File: src/rtl/tpu_pkg.sv
// Shared definitions for the Mini TPU: opcodes, instruction field positions and
// the command sequencer state encoding.
package tpu_pkg;

   localparam int unsigned INSTR_W   = 16;
   localparam int unsigned RUN_CNT_W = 4;

   localparam logic [1:0] OP_NOP   = 2'b00;
   localparam logic [1:0] OP_RUN   = 2'b01;
   localparam logic [1:0] OP_LOAD  = 2'b10;
   localparam logic [1:0] OP_STORE = 2'b11;

   localparam int unsigned OP_MSB  = 15;
   localparam int unsigned OP_LSB  = 14;
   localparam int unsigned IMM_LSB = 0;

   typedef enum logic [2:0] {
      StIdle,
      StLoad,
      StRun,
      StStore,
      StResp
   } state_e;

   function automatic logic [1:0] instr_op(input logic [INSTR_W-1:0] instr);
      return instr[OP_MSB:OP_LSB];
   endfunction

   // A zero count in imm[3:0] selects the configured default hold length.
   function automatic logic [RUN_CNT_W-1:0] instr_run_len(input logic [INSTR_W-1:0]   instr,
                                                          input logic [RUN_CNT_W-1:0] dflt);
      logic [RUN_CNT_W-1:0] imm_cnt;
      imm_cnt = instr[IMM_LSB +: RUN_CNT_W];
      return (imm_cnt == '0) ? dflt : imm_cnt;
   endfunction

endpackage

File: src/rtl/tpu_cmd_fifo.sv
// Synchronous command FIFO; push is ignored when full and pop when empty.
module tpu_cmd_fifo #(
   parameter int unsigned DEPTH = 4,
   parameter int unsigned WIDTH = 16
) (
   input  logic                     clk,
   input  logic                     rst,
   input  logic                     push,
   input  logic [WIDTH-1:0]         wdata,
   input  logic                     pop,
   output logic [WIDTH-1:0]         rdata,
   output logic                     full,
   output logic                     empty,
   output logic [$clog2(DEPTH):0]   count
);

   localparam int unsigned PTR_W = $clog2(DEPTH);

   logic [WIDTH-1:0] mem_q [DEPTH];
   logic [PTR_W-1:0] wr_ptr_q, wr_ptr_d;
   logic [PTR_W-1:0] rd_ptr_q, rd_ptr_d;
   logic [PTR_W:0]   count_q, count_d;
   logic             do_push, do_pop;

   assign full    = (count_q == (PTR_W + 1)'(DEPTH));
   assign empty   = (count_q == '0);
   assign count   = count_q;
   assign rdata   = mem_q[rd_ptr_q];
   assign do_push = push && !full;
   assign do_pop  = pop && !empty;

   always_comb begin
      wr_ptr_d = wr_ptr_q;
      rd_ptr_d = rd_ptr_q;
      count_d  = count_q;
      if (do_push) begin
         wr_ptr_d = wr_ptr_q + 1'b1;
      end
      if (do_pop) begin
         rd_ptr_d = rd_ptr_q + 1'b1;
      end
      if (do_push && !do_pop) begin
         count_d = count_q + 1'b1;
      end else if (do_pop && !do_push) begin
         count_d = count_q - 1'b1;
      end
   end

   always_ff @(posedge clk or posedge rst) begin
      if (rst) begin
         wr_ptr_q <= '0;
         rd_ptr_q <= '0;
         count_q  <= '0;
      end else begin
         wr_ptr_q <= wr_ptr_d;
         rd_ptr_q <= rd_ptr_d;
         count_q  <= count_d;
      end
   end

   // Storage needs no reset: the pointers and count define which entries are live.
   always_ff @(posedge clk) begin
      if (do_push) begin
         mem_q[wr_ptr_q] <= wdata;
      end
   end

endmodule

File: src/rtl/tpu_sequencer.sv
// Command sequencer: pops host instructions from a FIFO, drives them onto the control
// unit bus (RUN held for a counted length) and returns STORE results over valid/ready.
module tpu_sequencer
   import tpu_pkg::*;
#(
   parameter int unsigned DATA_WIDTH = 8,
   parameter int unsigned FIFO_DEPTH = 4,
   parameter int unsigned RUN_CYCLES = 8
) (
   input  logic                          clk,
   input  logic                          rst,
   input  logic [15:0]                   cmd_data,
   input  logic                          cmd_valid,
   output logic                          cmd_ready,
   output logic [15:0]                   instr_out,
   input  logic [DATA_WIDTH-1:0]         result_in,
   output logic [DATA_WIDTH-1:0]         res_data,
   output logic                          res_valid,
   input  logic                          res_ready,
   output logic                          busy,
   output logic                          run_done,
   output logic [$clog2(FIFO_DEPTH):0]   fifo_count
);

   localparam logic [RUN_CNT_W-1:0] RUN_DEFAULT = RUN_CNT_W'(RUN_CYCLES);

   state_e                 state_q, state_d;
   logic [INSTR_W-1:0]     instr_q, instr_d;
   logic [RUN_CNT_W-1:0]   run_cnt_q, run_cnt_d;
   logic [DATA_WIDTH-1:0]  res_data_q, res_data_d;
   logic                   res_valid_q, res_valid_d;

   logic [INSTR_W-1:0]     fifo_rdata;
   logic                   fifo_full, fifo_empty, fifo_pop;

   tpu_cmd_fifo #(
      .DEPTH (FIFO_DEPTH),
      .WIDTH (INSTR_W)
   ) u_cmd_fifo (
      .clk   (clk),
      .rst   (rst),
      .push  (cmd_valid),
      .wdata (cmd_data),
      .pop   (fifo_pop),
      .rdata (fifo_rdata),
      .full  (fifo_full),
      .empty (fifo_empty),
      .count (fifo_count)
   );

   always_comb begin
      state_d     = state_q;
      instr_d     = instr_q;
      run_cnt_d   = run_cnt_q;
      res_data_d  = res_data_q;
      res_valid_d = res_valid_q;
      fifo_pop    = 1'b0;
      unique case (state_q)
         StIdle: begin
            instr_d = '0;
            if (!fifo_empty) begin
               fifo_pop = 1'b1;
               unique case (instr_op(fifo_rdata))
                  OP_RUN: begin
                     state_d   = StRun;
                     instr_d   = fifo_rdata;
                     run_cnt_d = instr_run_len(fifo_rdata, RUN_DEFAULT);
                  end
                  OP_LOAD: begin
                     state_d = StLoad;
                     instr_d = fifo_rdata;
                  end
                  OP_STORE: begin
                     state_d = StStore;
                     instr_d = fifo_rdata;
                  end
                  default: begin
                     // NOP is consumed here without ever reaching the bus.
                     state_d = StIdle;
                  end
               endcase
            end
         end
         StLoad: begin
            state_d = StIdle;
            instr_d = '0;
         end
         StRun: begin
            if (run_cnt_q <= 4'd1) begin
               state_d = StIdle;
               instr_d = '0;
            end else begin
               run_cnt_d = run_cnt_q - 1'b1;
            end
         end
         StStore: begin
            state_d     = StResp;
            instr_d     = '0;
            res_data_d  = result_in;
            res_valid_d = 1'b1;
         end
         StResp: begin
            instr_d = '0;
            if (res_ready) begin
               res_valid_d = 1'b0;
               state_d     = StIdle;
            end
         end
         default: begin
            state_d = StIdle;
            instr_d = '0;
         end
      endcase
   end

   always_ff @(posedge clk or posedge rst) begin
      if (rst) begin
         state_q     <= StIdle;
         instr_q     <= '0;
         run_cnt_q   <= '0;
         res_data_q  <= '0;
         res_valid_q <= 1'b0;
      end else begin
         state_q     <= state_d;
         instr_q     <= instr_d;
         run_cnt_q   <= run_cnt_d;
         res_data_q  <= res_data_d;
         res_valid_q <= res_valid_d;
      end
   end

   assign instr_out = instr_q;
   assign res_data  = res_data_q;
   assign res_valid = res_valid_q;
   assign cmd_ready = !fifo_full;
   assign busy      = (state_q != StIdle) || !fifo_empty;
   assign run_done  = (state_q == StRun) && (run_cnt_q == 4'd1);

endmodule

File: config.mk
export PLATFORM = sky130hd
export DESIGN_NAME = tpu_sequencer
export DESIGN_NICKNAME = d
export VERILOG_FILES = /design/src/rtl/tpu_pkg.sv /design/src/rtl/tpu_cmd_fifo.sv /design/src/rtl/tpu_sequencer.sv
export SDC_FILE = /design/constraint.sdc
export NUM_CORES = 1
export LEC_CHECK = 0
export ABC_AREA = 1
export CAP_MARGIN = 10
export CORE_MARGIN = 4
export CORE_UTILIZATION = 40
export CTS_BUF_LIST = sky130_fd_sc_hd__clkbuf_8
export CTS_CLUSTER_SIZE = 28
export DETAILED_ROUTE_END_ITERATION = 6
export MAX_ROUTING_LAYER = met4
export PLACE_DENSITY = 0.75
export SKIP_CTS_REPAIR_TIMING = 1
export SLEW_MARGIN = 20
export SYNTH_ARGS = -nofsm -noshare
export SYNTH_HDL_FRONTEND = slang
export SYNTH_SLANG_ARGS = --single-unit
File: constraint.sdc
create_clock -name clk -period 1.85 [get_ports clk]
set_clock_uncertainty 0.05 [all_clocks]
set_input_delay 0.185 -clock clk [delete_from_list [all_inputs] [get_ports clk]]
set_output_delay 0.185 -clock clk [all_outputs]
set_load 0.03 [all_outputs]
== Yosys cells after proc, flatten, opt, wreduce, memory -nomap -nowiden ==
Memory sizes are Yosys's and may differ from the RTL's.
Index checks and enable logic that the tools add are counted.
Storage, ports and cells
  register bits after elaboration: 39
  RAM bits: 64
  bits of input ports: 28
  output and inout port bits: 31
  word-level logic and storage cells: 71
  memories: 1
Cells by class
  $add $sub $neg: 5
  $lt $le $gt $ge: 1
  equality and inequality tests: 13
  mux-type cells: 22
  reduce and logical (&&, ||, !) cells: 21
Memory list
  u_cmd_fifo.mem_q: words 4, bits a word 16, read ports 1, clocked after memory_dff 0, write ports 1, RTL line tpu_cmd_fifo.sv:19  | logic [WIDTH-1:0] mem_q [DEPTH];
Operators with widths (count)
  16-bit 2-to-1 mux: 3
  16-bit one-hot mux with 2 select lines: 1
  4-bit 2-to-1 mux: 4
  3-bit 2-to-1 mux: 5
  3-bit one-hot mux with 4 select lines: 1
  2-bit inequality test (second input constant): 4
  4-bit one-hot mux with 2 select lines: 1
  3-bit by 2-bit equality test with 1-bit output (second input constant): 2
  3-bit equality test (second input constant): 2
  3-bit logical NOT: 2
  2-bit one-hot mux with 3 select lines: 1
  2-bit nonzero test: 3
  1-bit logical AND: 5
  1-bit 2-to-1 mux: 5
  2-bit by 1-bit adder with 2-bit output (second input constant): 2
  2-bit equality test (second input constant): 2
  4-bit by 1-bit equality test with 1-bit output (second input constant): 1
  4-bit by 1-bit less-or-equal comparator with 1-bit output (second input constant): 1
  1-bit logical NOT: 4
  4-bit logical NOT: 1
  4-bit AND reduction: 1
  4-bit by 1-bit subtractor with 4-bit output (second input constant): 1
  3-bit by 1-bit adder with 3-bit output (second input constant): 1
  3-bit AND reduction: 1
  8 further kinds: 8

== Depth between registers and ports, before layout ==
Gate-level depths: netlist (run 1).
  depth after elaboration: 7
  depth in mapped cells: 12
  gate-level depth less buffers: 12

== Modules after synthesis ==
From an unflattened synthesis (run 1), not the netlist that was laid out.
Unflattened totals
  cells, all modules: 411
  area, all modules: 4521.8 um^2
Modules (own cells, without submodules)
  tpu_cmd_fifo: times used 1, cells each 249, area each 3026.7 um^2, sequential area each 2097.0 um^2
  tpu_sequencer: times used 1, cells each 162, area each 1495.2 um^2, sequential area each 800.8 um^2

== Worst setup path before layout (run 1) ==
No wires, ideal clock.
  path kind: register -> register
  from: reg u_cmd_fifo.count_q[1] (netlist: u_cmd_fifo.count[1])
  to: mem u_cmd_fifo.mem_q[0][0] (enable)
  setup time: 0.389 ns
  data arrival time: 1.884 ns
  required time: 1.411 ns
  setup slack: -0.472 ns
  stages on the path, launching flop included: 5
  path buffers: 0
  clock period less this slack: 2.322 ns
  cells stage by stage: dfrtp_1 -> inv_1 -> nand3_1 -> nand2_1 -> nor2_1
Between the ends
  longest elaborated chain between the ends: 5
Ends and longest elaborated chain
  start: declaration: RTL line tpu_cmd_fifo.sv:22  | logic [PTR_W:0] count_q, count_d;
  start signal: assignment: RTL line tpu_cmd_fifo.sv:57  | count_q <= count_d;
  3-bit equality test: RTL line tpu_cmd_fifo.sv:25  | assign full = (count_q == (PTR_W + 1)'(DEPTH));
  1-bit logical NOT
  net cmd_ready: RTL line tpu_sequencer.sv:14  | output logic cmd_ready,
  1-bit logical AND: RTL line tpu_cmd_fifo.sv:29  | assign do_push = push && !full;
  1-bit 2-to-1 mux: RTL line tpu_cmd_fifo.sv:63  | if (do_push) begin
  1-bit 2-to-1 mux (not written as such): RTL line tpu_cmd_fifo.sv:64  | mem_q[wr_ptr_q] <= wdata;
  end: declaration: RTL line tpu_cmd_fifo.sv:19
The timed path passes the listed nets, and every way through them passes these cells.

== Final worst setup path (run 1) ==
  from: reg u_cmd_fifo.count_q[0] (netlist: u_cmd_fifo.count[0])
  to: out fifo_count[0]
RTL lines
  end: declaration: RTL line tpu_sequencer.sv:22  | output logic [$clog2(FIFO_DEPTH):0] fifo_count
No word-level cell between the ends.

==> metrics.txt, run 1 <==
# TYPE chip_impl_metric gauge
chip_impl_metric{name="flow.area_growth_from_synthesis",unit="%"} 26.08
chip_impl_metric{name="power.share.switching",unit="%"} 40.57
chip_impl_info{name="path_cells",value="buf_4 > clkdlybuf4s50_1"} 1
chip_impl_metric{name="report.final.hold_viol_count",unit=""} 0
chip_impl_metric{name="leakagePower",unit="nW"} 2.164
chip_impl_metric{name="internal_power",unit="mW"} 5.471
chip_impl_metric{name="core",unit="mm2"} 0.01037
chip_impl_metric{name="fmax",unit="MHz"} 564.6
chip_impl_info{name="dominant_cells_by_area_after_synthesis",value="sky130_fd_sc_hd__edfxtp_1 (45%), sky130_fd_sc_hd__dfrtp_1 (23%), sky130_fd_sc_hd__nand2_1 (6.8%), sky130_fd_sc_hd__o21ai_0 (3.6%), sky130_fd_sc_hd__nor2_1 (3.3%)"} 1
chip_impl_metric{name="die_height",unit="um"} 111.3
chip_impl_metric{name="reg_to_reg_setup_timing_slack",unit="ns"} 0.11
chip_impl_metric{name="yosysSeqAreaShare",unit="%"} 67.88
chip_impl_metric{name="seq_power_share",unit="%"} 37.8
chip_impl_metric{name="route.detailed.vias_per_inst",unit=""} 4.885
chip_impl_info{name="clock-root-buffer",value="sky130_fd_sc_hd__clkbuf_8"} 1
chip_impl_info{name="cp_slowest_cell",value="sky130_fd_sc_hd__clkdlybuf4s50_1"} 1
chip_impl_metric{name="cellPowerDensity",unit="mW/mm2"} 1710
chip_impl_metric{name="numClockSinks",unit=""} 103
chip_impl_metric{name="rr_worst_depth",unit=""} 12
chip_impl_metric{name="slew_of_the_pin_with_the_lowest_slew_margin",unit="ns"} 0.5017
chip_impl_metric{name="grt_start_max_net_pins",unit=""} 40
chip_impl_metric{name="die_x",unit="um"} 111.3
chip_impl_metric{name="critPathBufInv",unit=""} 2
chip_impl_metric{name="drt_first_iter_violations",unit=""} 235
chip_impl_metric{name="syn_inst",unit=""} 366
chip_impl_metric{name="setup_violations",unit=""} 0
chip_impl_metric{name="global_route_wire_length_before_repair",unit="um"} 13740
chip_impl_metric{name="drc",unit=""} 0
chip_impl_info{name="critical_path.reg2reg.startpoint",value="u_cmd_fifo.count[0]"} 1
chip_impl_info{name="worst_setup_path_end_kind",value="primary output"} 1
chip_impl_metric{name="antenna_violations_before_repair",unit=""} 0
chip_impl_metric{name="max-clock-path-buffers",unit=""} 2
chip_impl_metric{name="timing.critical_path.fanout_max",unit=""} 3
chip_impl_info{name="tritoncts",value="done"} 1
chip_impl_metric{name="floorplan.initialDensity",unit="%"} 41.17
chip_impl_metric{name="grt_remaining_overflow",unit=""} 0
chip_impl_metric{name="cts.htree.levels",unit=""} 3
chip_impl_metric{name="power_frac_comb",unit="%"} 47.7
chip_impl_info{name="kind_of_launch_point_of_the_worst_setup_path",value="flip-flop"} 1
chip_impl_metric{name="part_of_the_power_in_the_clock_network",unit="%"} 14.5
chip_impl_metric{name="path_clk_slew",unit="ns"} 0.09
chip_impl_info{name="path_delay_family",value="buffers and inverters"} 1
chip_impl_metric{name="finalHoldWorstSlack",unit="ns"} 0.1945
chip_impl_metric{name="nNetsFinal",unit=""} 478
chip_impl_metric{name="drive_above_1_share",unit="%"} 17.00
chip_impl_metric{name="grt_pass1_vias",unit=""} 2726
chip_impl_metric{name="net-switching-power",unit="mW"} 3.735
chip_impl_metric{name="numPortBuffers",unit=""} 58
chip_impl_metric{name="syn-cell-area",unit="mm2"} 0.004269
chip_impl_info{name="critical_path.reg2reg.endpoint",value="u_cmd_fifo.count[2]"} 1
chip_impl_metric{name="ir_drop",unit="uV"} 840.4
chip_impl_metric{name="mappedNetlistNets",unit=""} 402
chip_impl_metric{name="vias",unit=""} 2848
chip_impl_metric{name="layout_worst_path_cycle_share",unit="%"} 95.74
chip_impl_metric{name="postRouteAntennaNets",unit=""} 0
chip_impl_metric{name="design_power_total",unit="mW"} 9.206
chip_impl_metric{name="yosysWarnings",unit=""} 0
chip_impl_metric{name="worstPathArrival",unit="ns"} 1.54
chip_impl_info{name="post-synth-top-area-cell",value="sky130_fd_sc_hd__edfxtp_1"} 1
chip_impl_metric{name="n_antenna_cell",unit=""} 0
chip_impl_info{name="run_status",value="complete, no violations"} 1
chip_impl_metric{name="clock_latency",unit="ns"} 0.36
chip_impl_metric{name="detailed_place_hpwl",unit="um"} 5783
chip_impl_metric{name="placementRows",unit=""} 37
chip_impl_metric{name="cap_viol_max_count",unit=""} 0
chip_impl_info{name="worst_hold_path_type",value="in2async"} 1
chip_impl_metric{name="critical-path-max-stage-delay",unit="ns"} 0.67
chip_impl_metric{name="grt_use_total",unit="%"} 14.53
chip_impl_metric{name="detail_route.wl_per_cell",unit="um"} 14.79
chip_impl_metric{name="finalWeightedCongestion",unit=""} 0.7489
chip_impl_metric{name="period_needed",unit="ns"} 1.771
chip_impl_metric{name="slew-limit-headroom",unit="%"} 66.55
chip_impl_metric{name="io-pin-count",unit=""} 59
chip_impl_metric{name="netlist-cell-type-count",unit=""} 28
chip_impl_metric{name="firstDrtPassIters",unit=""} 4
chip_impl_metric{name="number_of_buffers_created_by_cts",unit=""} 9
chip_impl_info{name="worstSetupPathType",value="reg2out"} 1
chip_impl_metric{name="synth_largest_type_area_fraction",unit="%"} 45.02
chip_impl_metric{name="die_area",unit="mm2"} 0.01239
chip_impl_metric{name="synth.ff_latch_count",unit=""} 103
chip_impl_metric{name="totalWireLength",unit="um"} 8623
chip_impl_metric{name="crit_required",unit="ns"} 1.62
chip_impl_metric{name="syn_avg_cell_area",unit="um2"} 11.66
chip_impl_metric{name="final-max-slew-violation-count",unit=""} 0
## synthesized netlist by cell type, drive strengths merged
library cell	n
a21oi	3
buf	11
clkbuf	2
clkinv	2
dfrtp	39
edfxtp	64
fa	1
ha	7
inv	27
mux2	8
nand2	80
nand3	30
nand4	5
nor2	39
nor3	1
o21ai	32
o22ai	10
xnor2	2
xor2	3
## metrics by stage
| step | util [%] | setup TNS [ns] | std cells | area, um2 | worst slack (ns) |
|---|---|---|---|---|---|
| after detailed placement | 49.53 | -0.005341 | 562 | 5136 | -0.005341 |
| after floorplan | - | -0.1011 | 366 | 4320 | -0.07325 |
| final | 51.91 | 0 | 583 | 5383 | 0.07872 |
| after CTS | 51.38 | -0.3281 | 578 | 5328 | -0.2392 |
| after global placement | 49.53 | 0 | 562 | 5136 | 0.03951 |
| after global routing | 51.91 | -0.002963 | 583 | 5383 | -0.002963 |
## routing by layer
layer	global-route usage (%)	part of all wire [%]
met5	-	0
met4	3.001	0.51
met3	4.749	7.2
met2	23.20	50
met1	18.32	43
## cells in the final DEF, fill, tap and decap left out, drive strengths merged, types with 2 or more instances in the layout
cell type and n:
nor2 39, o22ai 10, nand2 80, o21ai 32
inv 29, edfxtp 64, xor2 3, buf 21
clkinv 5, dfrtp 39, dlymetal6s2s 2, nand3 30
ha 7, nand4 5, clkbuf 9, a21oi 3
xnor2 2, mux2 8, clkdlybuf4s50 55
## registers in the layout (all words and copies together) (netlist names)
signal / count
instr_out: 16
res_data: 8
res_valid: 1
run_cnt_q: 4
state_q: 3
u_cmd_fifo.count: 3
u_cmd_fifo.mem_q: 64
u_cmd_fifo.rd_ptr_q: 2
u_cmd_fifo.wr_ptr_q: 2
## power by group through the flow
stage                     Sequential [mW]  Combinational [mW]  Clock (mW)
final                                3.48                4.39        1.34
after global routing                 3.54                4.85        1.49
after CTS                            3.48                4.32        1.38
after detailed placement             3.53                4.30           0
after global placement               3.50                4.20           0
after floorplan                      3.95                2.47           0
## worst register-to-register path, delay by kind of cell (launching register included)
kind	cells	cell delay, ns
DFF	1	0.42
xor gates and xnor gates	1	0.11
and+or+nand+nor	6	0.47
buffers and inverters	3	0.17
adders and majority gates	2	0.45
## cell type report
class                           instances  area [um2]
Timing Repair Buffer                   78       783.3
Sequential cell                       103        2902
Clock buffer                            9       123.9
Inverter                               29       113.9
Multi-Input combinational cell        221        1222
Fill cell                             874        4987
Clock inverter                          7       67.56
Tap cell                              136       170.2
## worst max path at each step
stage,slack [ns],cells after the start,endpoint,start
after CTS,-0.24,5,busy,u_cmd_fifo.count[0]
after detailed placement,-0.005,8,u_cmd_fifo.count[1],cmd_valid
final,0.08,2,fifo_count[0],u_cmd_fifo.count[0]
after global placement,0.04,8,u_cmd_fifo.count[1],cmd_valid
after global routing,-0.003,10,u_cmd_fifo.count[1],u_cmd_fifo.count[1]
after floorplan,-0.07,10,u_cmd_fifo.count[1],u_cmd_fifo.count[0]
## cells by family after synthesis
| logic type | synth area share [%] |
|---|---|
| AO/OA/AOI/OAI | 5.656 |
| flip-flops | 67.88 |
| AND/OR/NAND/NOR | 15.91 |
| buffers and inverters | 4.894 |
| XOR/XNOR | 1.026 |
| adder cells (fa/ha/maj) | 2.520 |
| multiplexers | 2.110 |
Power figures use the tool's default switching activity.
==> run 2: changes to the inputs <==
--- a/config.mk
+++ b/config.mk
@@ -7,6 +7,7 @@
 export LEC_CHECK = 0
 export ABC_AREA = 1
 export CAP_MARGIN = 10
+export CORE_ASPECT_RATIO = 1.5
 export CORE_MARGIN = 4
 export CORE_UTILIZATION = 40
 export CTS_BUF_LIST = sky130_fd_sc_hd__clkbuf_8
@@ -14,7 +15,6 @@
 export DETAILED_ROUTE_END_ITERATION = 6
 export MAX_ROUTING_LAYER = met4
 export PLACE_DENSITY = 0.75
-export SKIP_CTS_REPAIR_TIMING = 1
 export SLEW_MARGIN = 20
 export SYNTH_ARGS = -nofsm -noshare
 export SYNTH_HDL_FRONTEND = slang
==> run 2 against run 1 <==
Count of clock-buffer cells in the layout up 3. Via count is 0.74% higher. Register-to-register slack got worse by 0.06 ns. Critical path type is now reg2reg. Die area increased by 0.27%. Critical endpoint is now u_cmd_fifo.count[1]. Non-clock buffer count increased by 2. Critical path depth rose by 7. Cell count up 1.2%. Global-route usage increased by 0.76 points.
==> metrics.txt, run 2 (synthesized netlist as in run 1, its figures left out) <==
# TYPE chip_impl_metric gauge
chip_impl_metric{name="detailed_place_hpwl",unit="um"} 6089
chip_impl_metric{name="timing.critical_path.fanout_max",unit=""} 4
chip_impl_metric{name="vias",unit=""} 2869
chip_impl_metric{name="ctsHoldBuffers",unit=""} 0
chip_impl_metric{name="slew_of_the_pin_with_the_lowest_slew_margin",unit="ns"} 0.4058
chip_impl_metric{name="slew-limit-headroom",unit="%"} 72.95
chip_impl_metric{name="grt_pass1_vias",unit=""} 2931
chip_impl_metric{name="nNetsFinal",unit=""} 480
chip_impl_metric{name="layout_worst_path_cycle_share",unit="%"} 97.45
chip_impl_metric{name="antenna_violations_before_repair",unit=""} 0
chip_impl_metric{name="flow.area_growth_from_synthesis",unit="%"} 27.14
chip_impl_metric{name="grt_remaining_overflow",unit=""} 0
chip_impl_metric{name="detailedPlace.worstSlack",unit="ns"} -0.02068
chip_impl_metric{name="drive_above_1_share",unit="%"} 18.49
chip_impl_metric{name="setup_violations",unit=""} 0
chip_impl_metric{name="cap_viol_max_count",unit=""} 0
chip_impl_metric{name="grt_use_total",unit="%"} 15.29
chip_impl_info{name="kind_of_launch_point_of_the_worst_setup_path",value="flip-flop"} 1
chip_impl_info{name="setup_repair_after_global_routing_missed_its_margin",value="true"} 1
chip_impl_metric{name="numClockSinks",unit=""} 103
chip_impl_metric{name="cts.htree.levels",unit=""} 3
chip_impl_metric{name="clock_latency",unit="ns"} 0.36
chip_impl_metric{name="grt_start_max_net_pins",unit=""} 40
chip_impl_metric{name="crit_required",unit="ns"} 2.06
chip_impl_metric{name="totalWireLength",unit="um"} 8698
chip_impl_info{name="clock-root-buffer",value="sky130_fd_sc_hd__clkbuf_8"} 1
chip_impl_metric{name="finalWeightedCongestion",unit=""} 0.7729
chip_impl_metric{name="placementRows",unit=""} 45
chip_impl_metric{name="die_height",unit="um"} 134.5
chip_impl_metric{name="path_clk_slew",unit="ns"} 0.09
chip_impl_info{name="worstSetupPathType",value="reg2reg"} 1
chip_impl_metric{name="die_x",unit="um"} 92.35
chip_impl_metric{name="io-pin-count",unit=""} 59
chip_impl_info{name="worst_setup_path_end_kind",value="flip-flop"} 1
chip_impl_metric{name="non_filler_instances",unit=""} 590
chip_impl_info{name="tritoncts",value="done"} 1
chip_impl_metric{name="period_needed",unit="ns"} 1.803
chip_impl_metric{name="core",unit="mm2"} 0.01030
chip_impl_info{name="final_common_cell",value="sky130_fd_sc_hd__nand2_1"} 1
chip_impl_metric{name="fmax",unit="MHz"} 554.7
chip_impl_metric{name="n_antenna_cell",unit=""} 0
chip_impl_metric{name="placed_cells_incl_taps",unit=""} 570
chip_impl_metric{name="route.detailed.vias_per_inst",unit=""} 4.863
chip_impl_metric{name="report.final.hold_viol_count",unit=""} 0
chip_impl_metric{name="setup_ws",unit="ns"} 0.04722
chip_impl_metric{name="max-clock-path-buffers",unit=""} 2
chip_impl_metric{name="numPortBuffers",unit=""} 58
chip_impl_metric{name="drt_first_iter_violations",unit=""} 266
chip_impl_info{name="run_status",value="complete, no violations"} 1
chip_impl_metric{name="floorplan.initialDensity",unit="%"} 41.43
chip_impl_info{name="max_flop_register",value="u_cmd_fifo.mem_q"} 1
chip_impl_info{name="worst_hold_path_type",value="in2async"} 1
chip_impl_metric{name="die_area",unit="mm2"} 0.01242
chip_impl_metric{name="ir_drop",unit="uV"} 507.3
chip_impl_metric{name="largest_register_ffs",unit=""} 64
chip_impl_metric{name="drc",unit=""} 0
chip_impl_metric{name="firstDrtPassIters",unit=""} 4
chip_impl_metric{name="number_of_buffers_created_by_cts",unit=""} 9
chip_impl_metric{name="final-max-slew-violation-count",unit=""} 0
chip_impl_metric{name="postRouteAntennaNets",unit=""} 0
chip_impl_metric{name="cellPowerDensity",unit="mW/mm2"} 1724
chip_impl_metric{name="worstPathArrival",unit="ns"} 2.01
chip_impl_metric{name="leakagePower",unit="nW"} 2.186
chip_impl_metric{name="global_route_wire_length_before_repair",unit="um"} 14210
chip_impl_metric{name="detail_route.wl_per_cell",unit="um"} 14.74
chip_impl_info{name="mostFrequentLayoutCells",value="sky130_fd_sc_hd__nand2_1 (75), sky130_fd_sc_hd__edfxtp_1 (64), sky130_fd_sc_hd__clkdlybuf4s50_1 (55), sky130_fd_sc_hd__dfrtp_1 (35), sky130_fd_sc_hd__nor2_1 (32)"} 1
## run 2: path summary, 6_finish.rpt
check | start | end | slack, ns | depth (start not counted)
worst max register to register | state_q[1] | u_cmd_fifo.count[1] | 0.05 | 9
worst max-delay path | state_q[1] | u_cmd_fifo.count[1] | 0.05 | 9
max in group asynchronous | rst | u_cmd_fifo.count[0] | 1.43 | 3
worst min-delay path | rst | res_data[0] | 0.12 | 3
min in group clk | result_in[7] | res_data[7] | 0.38 | 2
worst min register to register | instr_out[7] | instr_out[7] | 0.43 | 2
## run 2: area by class of cell
cell class / instances / area (um2)
Multi-Input combinational cell: 221 / 1220
Inverter: 29 / 113.9
Clock inverter: 4 / 43.79
Sequential cell: 103 / 2903
Fill cell: 875 / 4876
Tap cell: 141 / 176.4
Timing Repair Buffer: 80 / 805.8
Clock buffer: 12 / 165.2
## run 2: critical path: stages, from the launching register on
cell	delay, ns
sky130_fd_sc_hd__dfrtp_1	0.42
sky130_fd_sc_hd__inv_2	0.12
sky130_fd_sc_hd__nand3_2	0.12
sky130_fd_sc_hd__nor2_4	0.11
sky130_fd_sc_hd__inv_2	0.05
sky130_fd_sc_hd__ha_4	0.15
sky130_fd_sc_hd__inv_2	0.07
sky130_fd_sc_hd__fa_2	0.44
sky130_fd_sc_hd__nor2_1	0.12
sky130_fd_sc_hd__a21oi_1	0.05
## run 2: through the flow
step,utilization (%),TNS (ns),area [um2],power (mW),hold slack [ns]
final,52.68,0,5428,9.359,0.1172
after global routing,52.68,-0.02675,5428,9.996,0.1298
after CTS,52.40,0,5399,9.393,0.1170
after detailed placement,50.25,-0.02068,5177,7.919,0.4174
after global placement,50.25,0,5177,7.733,0.4125
after floorplan,-,-0.1011,4320,6.424,0.2339
## run 2: timing repair
| item | CTS | global route |
|---|---|---|
| pin swaps | 1 | 1 |
| endpoints found under the setup margin | 5 | 3 |
| setup buffers | 1 | 3 |
| resized for setup | 5 | 4 |
## run 2: where the power goes
part / switching, mW / internal (mW)
Combinational: 2.71 / 1.73
Clock: 0.701 / 0.727
Sequential: 0.338 / 3.15
Total: 3.75 / 5.61
## run 2: metal layers
| layer | part of all wire [%] | GRT usage [%] |
|---|---|---|
| met2 | 53 | 25.76 |
| met1 | 39 | 16.36 |
| met4 | 2.5 | 8.347 |
| met5 | 0 | - |
| met3 | 5.2 | 3.902 |
